## config.mk

```make
export PLATFORM = sky130hd
export DESIGN_NAME = eco32_eth_desc_queue_flat
export DESIGN_NICKNAME = d
export VERILOG_FILES = /design/src/rtl/eco32_eth_desc_queue_if.sv /design/src/rtl/eco32_eth_desc_queue.sv /design/src/flat_wrapper.sv
export SDC_FILE = /design/constraint.sdc
export NUM_CORES = 1
export LEC_CHECK = 0
export CORE_UTILIZATION = 50
export CTS_CLUSTER_DIAMETER = 30
export DETAILED_ROUTE_END_ITERATION = 12
export GPL_TIMING_DRIVEN = 0
export PLACE_DENSITY = 0.68
export SKIP_CTS_REPAIR_TIMING = 1
export SKIP_LAST_GASP = 1
export SYNTH_ARGS = -nofsm -noshare
export SYNTH_HDL_FRONTEND = slang
export SYNTH_SLANG_ARGS = --single-unit
```

## constraint.sdc

```tcl
create_clock -name clk -period 6.1 [get_ports clk]
set_input_delay 1.22 -clock clk [delete_from_list [all_inputs] [get_ports clk]]
set_output_delay 1.22 -clock clk [all_outputs]
set_load 0.01 [all_outputs]
```

## src/rtl/eco32_eth_desc_queue_if.sv

```systemverilog
// Ring event bus bundle for the ethernet descriptor queue.
// ul_* carries CPU commands in, dl_* carries events back out.
interface eco32_eth_desc_queue_if;
  logic        ul_eve_stb;
  logic [7:0]  ul_eve_cmd;
  logic [35:0] ul_eve_ptr;
  logic        ul_eve_ack;

  logic        dl_eve_stb;
  logic [7:0]  dl_eve_cmd;
  logic [7:0]  dl_eve_dev;
  logic [35:0] dl_eve_ptr;
  logic        dl_eve_ack;

  modport master (
    output ul_eve_stb,
    output ul_eve_cmd,
    output ul_eve_ptr,
    input  ul_eve_ack,
    input  dl_eve_stb,
    input  dl_eve_cmd,
    input  dl_eve_dev,
    input  dl_eve_ptr,
    output dl_eve_ack
  );

  modport slave (
    input  ul_eve_stb,
    input  ul_eve_cmd,
    input  ul_eve_ptr,
    output ul_eve_ack,
    output dl_eve_stb,
    output dl_eve_cmd,
    output dl_eve_dev,
    output dl_eve_ptr,
    input  dl_eve_ack
  );
endinterface

```

## src/rtl/eco32_eth_desc_queue.sv

```systemverilog
// Ethernet buffer-descriptor engine: RX/TX pointer FIFOs fed by
// CPU events, plus a one-deep event slot for completions/status.
module eco32_eth_desc_queue #(
  parameter int         RX_DEPTH_LOG = 4,
  parameter int         TX_DEPTH_LOG = 4,
  parameter int         PTR_W        = 36,
  parameter logic [7:0] EVE_DEST_RST = 8'hFF
) (
  input  logic             clk,
  input  logic             rst,
  input  logic             soft_rst,
  eco32_eth_desc_queue_if.slave eve,
  output logic             rx_ptr_stb,
  output logic [PTR_W-1:0] rx_ptr,
  input  logic             rx_ptr_ack,
  output logic             tx_ptr_stb,
  output logic [PTR_W-1:0] tx_ptr,
  input  logic             tx_ptr_ack,
  input  logic             rx_done_stb,
  input  logic [35:0]      rx_done_ptr,
  output logic             rx_done_ack,
  input  logic             tx_done_stb,
  input  logic [35:0]      tx_done_ptr,
  output logic             tx_done_ack
);

  localparam int RX_DEPTH = 1 << RX_DEPTH_LOG;
  localparam int TX_DEPTH = 1 << TX_DEPTH_LOG;
  localparam int RXC_W    = RX_DEPTH_LOG + 1;
  localparam int TXC_W    = TX_DEPTH_LOG + 1;

  localparam logic [RX_DEPTH_LOG-1:0] RX_P1   = 1;
  localparam logic [TX_DEPTH_LOG-1:0] TX_P1   = 1;
  localparam logic [RXC_W-1:0]        RX_C1   = 1;
  localparam logic [TXC_W-1:0]        TX_C1   = 1;
  localparam logic [RXC_W-1:0]        RX_FULL = RXC_W'(RX_DEPTH);
  localparam logic [TXC_W-1:0]        TX_FULL = TXC_W'(TX_DEPTH);

  localparam logic [7:0] CMD_ADD_RX   = 8'h01;
  localparam logic [7:0] CMD_ADD_TX   = 8'h02;
  localparam logic [7:0] CMD_GET_STAT = 8'h03;
  localparam logic [7:0] CMD_SET_DEST = 8'h04;

  localparam logic [7:0] EVE_RX_DONE  = 8'h11;
  localparam logic [7:0] EVE_TX_DONE  = 8'h12;
  localparam logic [7:0] EVE_STATUS   = 8'h13;

  logic rsx;
  assign rsx = rst | soft_rst;

  // RX FIFO state
  logic [PTR_W-1:0]        rx_mem_q [RX_DEPTH];
  logic [RX_DEPTH_LOG-1:0] rx_wr_q, rx_wr_d;
  logic [RX_DEPTH_LOG-1:0] rx_rd_q, rx_rd_d;
  logic [RXC_W-1:0]        rx_cnt_q, rx_cnt_d;
  logic                    rx_full, rx_push, rx_pop;

  // TX FIFO state
  logic [PTR_W-1:0]        tx_mem_q [TX_DEPTH];
  logic [TX_DEPTH_LOG-1:0] tx_wr_q, tx_wr_d;
  logic [TX_DEPTH_LOG-1:0] tx_rd_q, tx_rd_d;
  logic [TXC_W-1:0]        tx_cnt_q, tx_cnt_d;
  logic                    tx_full, tx_push, tx_pop;

  // Event slot and control state
  logic        dl_stb_q, dl_stb_d;
  logic [7:0]  dl_cmd_q, dl_cmd_d;
  logic [7:0]  dl_dev_q, dl_dev_d;
  logic [35:0] dl_ptr_q, dl_ptr_d;
  logic        pend_q, pend_d;

  // Command decode
  logic is_add_rx, is_add_tx, is_get_stat, is_set_dest;
  logic ul_stall, ul_ack;
  logic stat_acc, dest_acc;

  // Slot load selection
  logic        load_en;
  logic        sel_stat, sel_rx, sel_tx;
  logic [35:0] stat_word;

  assign rx_full = (rx_cnt_q == RX_FULL);
  assign tx_full = (tx_cnt_q == TX_FULL);

  assign is_add_rx   = (eve.ul_eve_cmd == CMD_ADD_RX);
  assign is_add_tx   = (eve.ul_eve_cmd == CMD_ADD_TX);
  assign is_get_stat = (eve.ul_eve_cmd == CMD_GET_STAT);
  assign is_set_dest = (eve.ul_eve_cmd == CMD_SET_DEST);

  // Backpressure: only queue-bound and status commands can stall
  always_comb begin
    ul_stall = 1'b0;
    unique case (1'b1)
      is_add_rx:   ul_stall = rx_full;
      is_add_tx:   ul_stall = tx_full;
      is_get_stat: ul_stall = pend_q;
      default:     ul_stall = 1'b0;
    endcase
  end

  assign ul_ack   = eve.ul_eve_stb & ~ul_stall & ~rsx;
  assign rx_push  = ul_ack & is_add_rx;
  assign tx_push  = ul_ack & is_add_tx;
  assign stat_acc = ul_ack & is_get_stat;
  assign dest_acc = ul_ack & is_set_dest;

  assign eve.ul_eve_ack = ul_ack;

  assign rx_ptr_stb = (rx_cnt_q != '0);
  assign tx_ptr_stb = (tx_cnt_q != '0);
  assign rx_ptr     = rx_mem_q[rx_rd_q];
  assign tx_ptr     = tx_mem_q[tx_rd_q];
  assign rx_pop     = rx_ptr_stb & rx_ptr_ack & ~rsx;
  assign tx_pop     = tx_ptr_stb & tx_ptr_ack & ~rsx;

  // RX FIFO pointer and occupancy update
  always_comb begin
    rx_wr_d  = rx_wr_q;
    rx_rd_d  = rx_rd_q;
    rx_cnt_d = rx_cnt_q;
    if (rx_push) rx_wr_d = rx_wr_q + RX_P1;
    if (rx_pop)  rx_rd_d = rx_rd_q + RX_P1;
    unique case ({rx_push, rx_pop})
      2'b10:   rx_cnt_d = rx_cnt_q + RX_C1;
      2'b01:   rx_cnt_d = rx_cnt_q - RX_C1;
      default: rx_cnt_d = rx_cnt_q;
    endcase
  end

  // TX FIFO pointer and occupancy update
  always_comb begin
    tx_wr_d  = tx_wr_q;
    tx_rd_d  = tx_rd_q;
    tx_cnt_d = tx_cnt_q;
    if (tx_push) tx_wr_d = tx_wr_q + TX_P1;
    if (tx_pop)  tx_rd_d = tx_rd_q + TX_P1;
    unique case ({tx_push, tx_pop})
      2'b10:   tx_cnt_d = tx_cnt_q + TX_C1;
      2'b01:   tx_cnt_d = tx_cnt_q - TX_C1;
      default: tx_cnt_d = tx_cnt_q;
    endcase
  end

  // FIFO storage; emptied logically by the count reset
  always_ff @(posedge clk) begin
    if (rx_push) rx_mem_q[rx_wr_q] <= eve.ul_eve_ptr[PTR_W-1:0];
    if (tx_push) tx_mem_q[tx_wr_q] <= eve.ul_eve_ptr[PTR_W-1:0];
  end

  // FIFO control registers
  always_ff @(posedge clk) begin
    if (rsx) begin
      rx_wr_q  <= '0;
      rx_rd_q  <= '0;
      rx_cnt_q <= '0;
      tx_wr_q  <= '0;
      tx_rd_q  <= '0;
      tx_cnt_q <= '0;
    end else begin
      rx_wr_q  <= rx_wr_d;
      rx_rd_q  <= rx_rd_d;
      rx_cnt_q <= rx_cnt_d;
      tx_wr_q  <= tx_wr_d;
      tx_rd_q  <= tx_rd_d;
      tx_cnt_q <= tx_cnt_d;
    end
  end

  assign stat_word = {18'd0, tx_full, rx_full,
                      8'(tx_cnt_q), 8'(rx_cnt_q)};

  // Slot refills when empty or drained this cycle
  assign load_en  = (~dl_stb_q | eve.dl_eve_ack) & ~rsx;
  assign sel_stat = load_en & pend_q;
  assign sel_rx   = load_en & ~pend_q & rx_done_stb;
  assign sel_tx   = load_en & ~pend_q & ~rx_done_stb & tx_done_stb;

  assign rx_done_ack = sel_rx;
  assign tx_done_ack = sel_tx;

  // Next contents of the outgoing event slot
  always_comb begin
    dl_stb_d = dl_stb_q & ~eve.dl_eve_ack;
    dl_cmd_d = dl_cmd_q;
    dl_ptr_d = dl_ptr_q;
    unique case (1'b1)
      sel_stat: begin
        dl_stb_d = 1'b1;
        dl_cmd_d = EVE_STATUS;
        dl_ptr_d = stat_word;
      end
      sel_rx: begin
        dl_stb_d = 1'b1;
        dl_cmd_d = EVE_RX_DONE;
        dl_ptr_d = rx_done_ptr;
      end
      sel_tx: begin
        dl_stb_d = 1'b1;
        dl_cmd_d = EVE_TX_DONE;
        dl_ptr_d = tx_done_ptr;
      end
      default: begin
        dl_cmd_d = dl_cmd_q;
      end
    endcase
  end

  // Status request flag and event destination
  always_comb begin
    pend_d   = pend_q;
    dl_dev_d = dl_dev_q;
    if (sel_stat)      pend_d = 1'b0;
    else if (stat_acc) pend_d = 1'b1;
    if (dest_acc) dl_dev_d = eve.ul_eve_ptr[7:0];
  end

  // Event slot and control registers
  always_ff @(posedge clk) begin
    if (rsx) begin
      dl_stb_q <= 1'b0;
      dl_cmd_q <= '0;
      dl_ptr_q <= '0;
      dl_dev_q <= EVE_DEST_RST;
      pend_q   <= 1'b0;
    end else begin
      dl_stb_q <= dl_stb_d;
      dl_cmd_q <= dl_cmd_d;
      dl_ptr_q <= dl_ptr_d;
      dl_dev_q <= dl_dev_d;
      pend_q   <= pend_d;
    end
  end

  assign eve.dl_eve_stb = dl_stb_q;
  assign eve.dl_eve_cmd = dl_cmd_q;
  assign eve.dl_eve_dev = dl_dev_q;
  assign eve.dl_eve_ptr = dl_ptr_q;

endmodule
```

## src/flat_wrapper.sv

```systemverilog
// flat-port wrapper written by rule: the top's interface ports become plain ports
module eco32_eth_desc_queue_flat 
#(
  parameter int         RX_DEPTH_LOG = 4,
  parameter int         TX_DEPTH_LOG = 4,
  parameter int         PTR_W        = 36,
  parameter logic [7:0] EVE_DEST_RST = 8'hFF
)
  (clk, rst, soft_rst, rx_ptr_stb, rx_ptr, rx_ptr_ack, tx_ptr_stb, tx_ptr, tx_ptr_ack, rx_done_stb, rx_done_ptr, rx_done_ack, tx_done_stb, tx_done_ptr, tx_done_ack, eve_ul_eve_stb, eve_ul_eve_cmd, eve_ul_eve_ptr, eve_ul_eve_ack, eve_dl_eve_stb, eve_dl_eve_cmd, eve_dl_eve_dev, eve_dl_eve_ptr, eve_dl_eve_ack);
  eco32_eth_desc_queue_if eve_i ();
  input  logic clk;
  input  logic rst;
  input  logic soft_rst;
  output logic rx_ptr_stb;
  output logic [PTR_W-1:0] rx_ptr;
  input  logic rx_ptr_ack;
  output logic tx_ptr_stb;
  output logic [PTR_W-1:0] tx_ptr;
  input  logic tx_ptr_ack;
  input  logic rx_done_stb;
  input  logic [35:0] rx_done_ptr;
  output logic rx_done_ack;
  input  logic tx_done_stb;
  input  logic [35:0] tx_done_ptr;
  output logic tx_done_ack;
  input wire logic [$bits(eve_i.ul_eve_stb)-1:0] eve_ul_eve_stb;
  input wire logic [$bits(eve_i.ul_eve_cmd)-1:0] eve_ul_eve_cmd;
  input wire logic [$bits(eve_i.ul_eve_ptr)-1:0] eve_ul_eve_ptr;
  output wire logic [$bits(eve_i.ul_eve_ack)-1:0] eve_ul_eve_ack;
  output wire logic [$bits(eve_i.dl_eve_stb)-1:0] eve_dl_eve_stb;
  output wire logic [$bits(eve_i.dl_eve_cmd)-1:0] eve_dl_eve_cmd;
  output wire logic [$bits(eve_i.dl_eve_dev)-1:0] eve_dl_eve_dev;
  output wire logic [$bits(eve_i.dl_eve_ptr)-1:0] eve_dl_eve_ptr;
  input wire logic [$bits(eve_i.dl_eve_ack)-1:0] eve_dl_eve_ack;
  assign eve_i.ul_eve_stb = eve_ul_eve_stb;
  assign eve_i.ul_eve_cmd = eve_ul_eve_cmd;
  assign eve_i.ul_eve_ptr = eve_ul_eve_ptr;
  assign eve_ul_eve_ack = eve_i.ul_eve_ack;
  assign eve_dl_eve_stb = eve_i.dl_eve_stb;
  assign eve_dl_eve_cmd = eve_i.dl_eve_cmd;
  assign eve_dl_eve_dev = eve_i.dl_eve_dev;
  assign eve_dl_eve_ptr = eve_i.dl_eve_ptr;
  assign eve_i.dl_eve_ack = eve_dl_eve_ack;
  eco32_eth_desc_queue #(.RX_DEPTH_LOG(RX_DEPTH_LOG), .TX_DEPTH_LOG(TX_DEPTH_LOG), .PTR_W(PTR_W), .EVE_DEST_RST(EVE_DEST_RST)) u_core (.clk(clk), .rst(rst), .soft_rst(soft_rst), .eve(eve_i), .rx_ptr_stb(rx_ptr_stb), .rx_ptr(rx_ptr), .rx_ptr_ack(rx_ptr_ack), .tx_ptr_stb(tx_ptr_stb), .tx_ptr(tx_ptr), .tx_ptr_ack(tx_ptr_ack), .rx_done_stb(rx_done_stb), .rx_done_ptr(rx_done_ptr), .rx_done_ack(rx_done_ack), .tx_done_stb(tx_done_stb), .tx_done_ptr(tx_done_ptr), .tx_done_ack(tx_done_ack));
endmodule
```

==> Word level (Yosys, flattened, before mapping) <==
Memory sizes are Yosys's and may differ from the RTL's. A register that Yosys moved wholly into a read port is not among the register bits.
Cells that the tools add are included.
{ "classes": {"muxes": 14, "reduce_logical": 7, "addsub": 8, "eq_ne": 10, "bitwise_logic": 25} }
{ "op_table": {"columns": ["operator", "n"], "rows": [
  ["$pmux 36 s3", 1],
  ["$pmux 8 s3", 1],
  ["$pmux 5 s2", 2],
  ["$and 1x1->1", 17],
  ["$add 4x1->4 const B", 4],
  ["$eq 8x2->1 const B", 2],
  ["$mux 4", 4],
  ["$add 5x1->5 const B", 2],
  ["$eq 5x5->1 const B", 2],
  ["$reduce_bool 5->1", 2],
  ["$sub 5x1->5 const B", 2],
  ["$eq 8x1->1 const B", 1],
  ["$eq 8x3->1 const B", 1],
  ["$not 1->1", 6],
  ["$mux 1", 5],
  ["$eq 2x1->1 const B", 2],
  ["$eq 2x2->1 const B", 2],
  ["$reduce_bool 2->1", 2],
  ["$pmux 1 s3", 1],
  ["$reduce_bool 3->1", 1],
  ["$reduce_or 3->1", 1],
  ["$or 1x1->1", 2],
  ["$reduce_or 2->1", 1]
]} }
{ "word_totals": {"ff_bits": 80, "mem_bits_rw": 1152, "out_inout_bits": 130, "inputBits": 125, "memories": 2, "wordCells": 77} }
{ "mem_list": {"columns": ["memory", "words", "width", "read_ports", "rd_clocked_by_memory_dff", "write_ports", "line_no", "text"], "rows": [
  ["u_core.rx_mem_q", 16, 36, 1, 1, 1, "eco32_eth_desc_queue.sv:52", "logic [PTR_W-1:0] rx_mem_q [RX_DEPTH];"],
  ["u_core.tx_mem_q", 16, 36, 1, 1, 1, "eco32_eth_desc_queue.sv:59", "logic [PTR_W-1:0] tx_mem_q [TX_DEPTH];"]
]} }

==> Logic depth before layout (Yosys ltp) <==
{ "depth": {"ltp_word": 8, "mapped_depth": 14, "depth_no_buf": 11} }

==> Worst setup path after synthesis <==
Ideal clock, no wire load.
{ "synth_timing": {"kind": "in2reg", "startpoint": "input eve_ul_eve_cmd[0]", "endpoint": "memory u_core.tx_mem_q[1][0] (enable)", "required_time_ps": 5626, "setup_slack_ps": 950, "path_stages": 5, "path_buffers": 1, "arrival_ps": 4676, "setup_ps": 474, "cell_sequence": "nor4b_1 and3_1 clkbuf_1 nand3_1 nor3_1"} }
{ "synth_between": {"elab_chain_cells": 8, "elab_cells_between_ends": 10, "classes_between": "eq/ne: 3; mux: 3; bitwise: 4"} }
{ "synth_lines": {"columns": ["item", "line_no", "text"], "rows": [
  ["start, declared", "flat_wrapper.sv:27", "input wire logic [$bits(eve_i.ul_eve_cmd)-1:0] eve_ul_eve_cmd;"],
  ["$eq 8x2->1, or another cell as far along", "eco32_eth_desc_queue.sv:87", "assign is_get_stat = (eve.ul_eve_cmd == CMD_GET_STAT);"],
  ["$pmux 1 s3", "eco32_eth_desc_queue.sv:93", "unique case (1'b1)"],
  ["$not 1->1", "eco32_eth_desc_queue.sv:101", "assign ul_ack = eve.ul_eve_stb & ~ul_stall & ~rsx;"],
  ["$and 1x1->1 (2 in series)", "eco32_eth_desc_queue.sv:101", null],
  ["$and 1x1->1 *", "eco32_eth_desc_queue.sv:103", "assign tx_push = ul_ack & is_add_tx;"],
  ["$mux 1 *", "eco32_eth_desc_queue.sv:147", "if (tx_push) tx_mem_q[tx_wr_q] <= eve.ul_eve_ptr[PTR_W-1:0];"],
  ["$mux 1 (not written as such) *", "eco32_eth_desc_queue.sv:147", null],
  ["end, declared", "eco32_eth_desc_queue.sv:59", null]
]} }
Mark *: on every way between the ends. The rest lies on a longest branch, timed or not.

==> flow_summary.yaml <==
clock_tree:
  path_clk_slew_ps: 60
  cts.sinks: 1235
  cts_tree: "built"
  cts_root_buf: "clkbuf_16"
  clock_path_buffers: 3
  cts_buffers: 195
  clk_latency_ps: 760
  htree_levels: 4
critical_path:
  start_kind: "flip-flop"
  required_ps: 4880
  path_max_fanout: 10
  crit_end: "tx_ptr[2]"
  rr_endpoint: "u_core.rx_cnt_q[4]"
  crit_type: "flip-flop to primary output"
  rrSetupSlack_ps: 2200
  arrival_ps: 4690
  worstRegToRegCells: 14
  endpoint_kind: "primary output"
  worstReg2RegStart: "u_core.rx_cnt_q[1]"
timing:
  slew_viol_final: 0
  finalCritPeriodShare: 0.968
  fin_crit_ps: 5910
  clock_skew_ps: 29.9
  max_slew.worst_pin.slew_ps: 1350
  rsz0062_at_grt: "false"
  hold-worst-slack_ps: 472
  relSlewSlack: 0.0991
  setup_viol: 0
  setup_ws_ps: 195
  hold_viol_final: 0
  clock.fmax_mhz: 169
global_route:
  grt.overflow.total: 0
  grt_pass1_vias: 26600
  grt_usage: 0.246
  antenna_found_initial: 2
  grt_max_degree: 34
  grt_pass1_wl_um: 170000
floorplanning:
  rows: 112
  dieArea_um2: 95600
  die_y_um: 309
  io_pins: 255
  core_area_um2: 93300
  die_w_um: 309
  start_util: 0.505
yosys:
  yosysWarnings: 0
  synthArstFlopShare: 0
  synth_flop_cell: "edfxtp_1"
  synth-edff-count: 1152
  synth_seq_area_share: 0.769
  syn_area_um2: 47200
  synth_seq_cells: 1235
  avgSynthCellArea_um2: 20.8
  syn-instance-count: 2267
  synth.distinct_cells: 51
worst_hold_path:
  hold_class: "flip-flop to flip-flop"
power_and_ir_drop:
  powerDensity_nw_per_um2: 353
  p_leak_nw: 18.8
  irDropWorstVdd_v: 0.000262
route:
  routed_via_density: 6.06
  vias: 25300
  ant_nets: 0
  drt_iter0_drc: 2772
  routed_wirelength_um: 116000
  drc: 0
  drtPass1Iterations: 6
  wl_per_cell_um: 27.7
place:
  dp_slack_ps: 1020
  place_congestion: 0.839
  post-dp-hpwl_um: 70400
  port_buffers: 248
run:
  maxCapViolCount: 0
cells_and_area:
  mostFrequentLayoutCell: "edfxtp_1"
  areaGrowthSynthToFinish_pct: 24.9
  drive_above_1_share: 0.249
  final_cell_mix: "edfxtp_1, mux4_2, clkdlybuf4s50_1, clkbuf_16, a22oi_1"
  final_nets: 2903
outcome:
  status: "complete, no violations"
-- final cells by class --
cell class	instances	area [µm²]
Antenna cell	1	2.50
Buffer	141	578
Clock buffer	221	5080
Clock inverter	141	1700
Fill cell	6221	34400
Inverter	9	33.8
Multi-Input combinational cell	886	10400
Sequential cell	1235	36300
Tap cell	1254	1570
Timing Repair Buffer	292	3260
-- worst min-delay path by stage --
stage | from | depth (start not counted) | slack (ps) | endpoint
floorplan | u_core.tx_rd_q[3] | 2 | 470 | flip-flop
global placement | u_core.eve.dl_eve_cmd[4] | 2 | 460 | u_core.eve.dl_eve_cmd[4]
detailed placement | u_core.eve.dl_eve_cmd[4] | 2 | 460 | u_core.eve.dl_eve_cmd[4]
CTS | u_core.eve.dl_eve_cmd[4] | 2 | 480 | u_core.eve.dl_eve_cmd[4]
global route | u_core.eve.dl_eve_cmd[4] | 2 | 490 | u_core.eve.dl_eve_cmd[4]
finish | u_core.eve.dl_eve_cmd[4] | 2 | 470 | u_core.eve.dl_eve_cmd[4]
-- flip-flops by register name, indices dropped and copies added (netlist names), named ones only --
| name | count |
|---|---|
| u_core.rx_cnt_q | 5 |
| u_core.rx_wr_q | 4 |
| u_core.tx_cnt_q | 5 |
| u_core.tx_wr_q | 4 |
| u_core.rx_mem_q | 576 |
| u_core.pend_q | 1 |
| u_core.eve.dl_eve_stb | 1 |
| u_core.eve.dl_eve_dev | 8 |
| u_core.tx_rd_q | 4 |
| u_core.rx_rd_q | 4 |
| u_core.eve.dl_eve_ptr | 36 |
| u_core.eve.dl_eve_cmd | 3 |
| u_core.tx_mem_q | 576 |
-- power by group --
part	internal, W	leakage [nW]	switching [W]
logic	0.000106	4.57	0.000192
clock network	0.00720	3.25	0.00402
registers	0.00928	11.0	0.00000548
total	0.0166	18.8	0.00422
-- per-stage QoR --
stage / setup TNS (ps) / util / instance area, µm² / total power (W) / instances
floorplan: 0 / - / 47200 / 0.00950 / 2271
global route: 0 / 0.631 / 58900 / 0.0213 / 4180
finish: 0 / 0.631 / 58900 / 0.0208 / 4180
global placement: -472320 / 0.549 / 51200 / 0.00973 / 3773
CTS: 0 / 0.632 / 58900 / 0.0209 / 4179
detailed placement: 0 / 0.559 / 52200 / 0.00975 / 3817
-- routing by layer --
layer,up-vias,share of wire,track usage
met1,13300,0.39,0.326
met3,180,0.077,0.0497
met5,-,0.00010,0
met4,2,0.021,0.0786
met2,1220,0.51,0.410
li1,10600,-,-
-- cell families after synthesis --
family / synth area share
AOI/OAI and AO/OA: 0.0383
xor gates and xnor gates: 0.00186
adders and majority gates: 0.00477
buffers and inverters: 0.0130
DFF: 0.769
muxes: 0.140
other: 0.0000795
and+or+nand+nor: 0.0333
-- worst max-delay path: stages, from the launching register on --
cell and delay, ps:
dfxtp_1 310, clkbuf_1 690, clkbuf_1 710, clkbuf_1 780
mux4_2 420, a22oi_1 210, nand2_1 240, clkdlybuf4s50_1 550
-- cells in the mapped netlist (3+ instances only) --
library cell,instances,share of area
and4_1,5,0.00093
o21ai_0,21,0.0022
buf_1,21,0.0017
nor2_1,64,0.0051
nor2b_1,20,0.0027
nand2_1,88,0.0070
dfxtp_1,83,0.035
clkbuf_1,91,0.0072
nor3b_1,16,0.0025
a22oi_1,144,0.023
inv_1,9,0.00072
nand4_1,5,0.00066
buf_2,24,0.0025
nor3_1,22,0.0023
buf_4,5,0.00080
a222oi_1,24,0.0051
o211ai_1,4,0.00064
a21oi_1,37,0.0039
nand2b_1,8,0.0011
a21o_1,4,0.00064
ha_1,18,0.0048
o31ai_1,4,0.00064
nand3_1,19,0.0020
and2_1,3,0.00040
or3_1,3,0.00040
edfxtp_1,1152,0.73
xor2_1,8,0.0015
or4_1,13,0.0021
a211oi_1,4,0.00064
mux4_2,288,0.14
and3_1,13,0.0017
nand4b_1,5,0.00093
mux2i_1,12,0.0025
(Power assumes the default switching activity.)
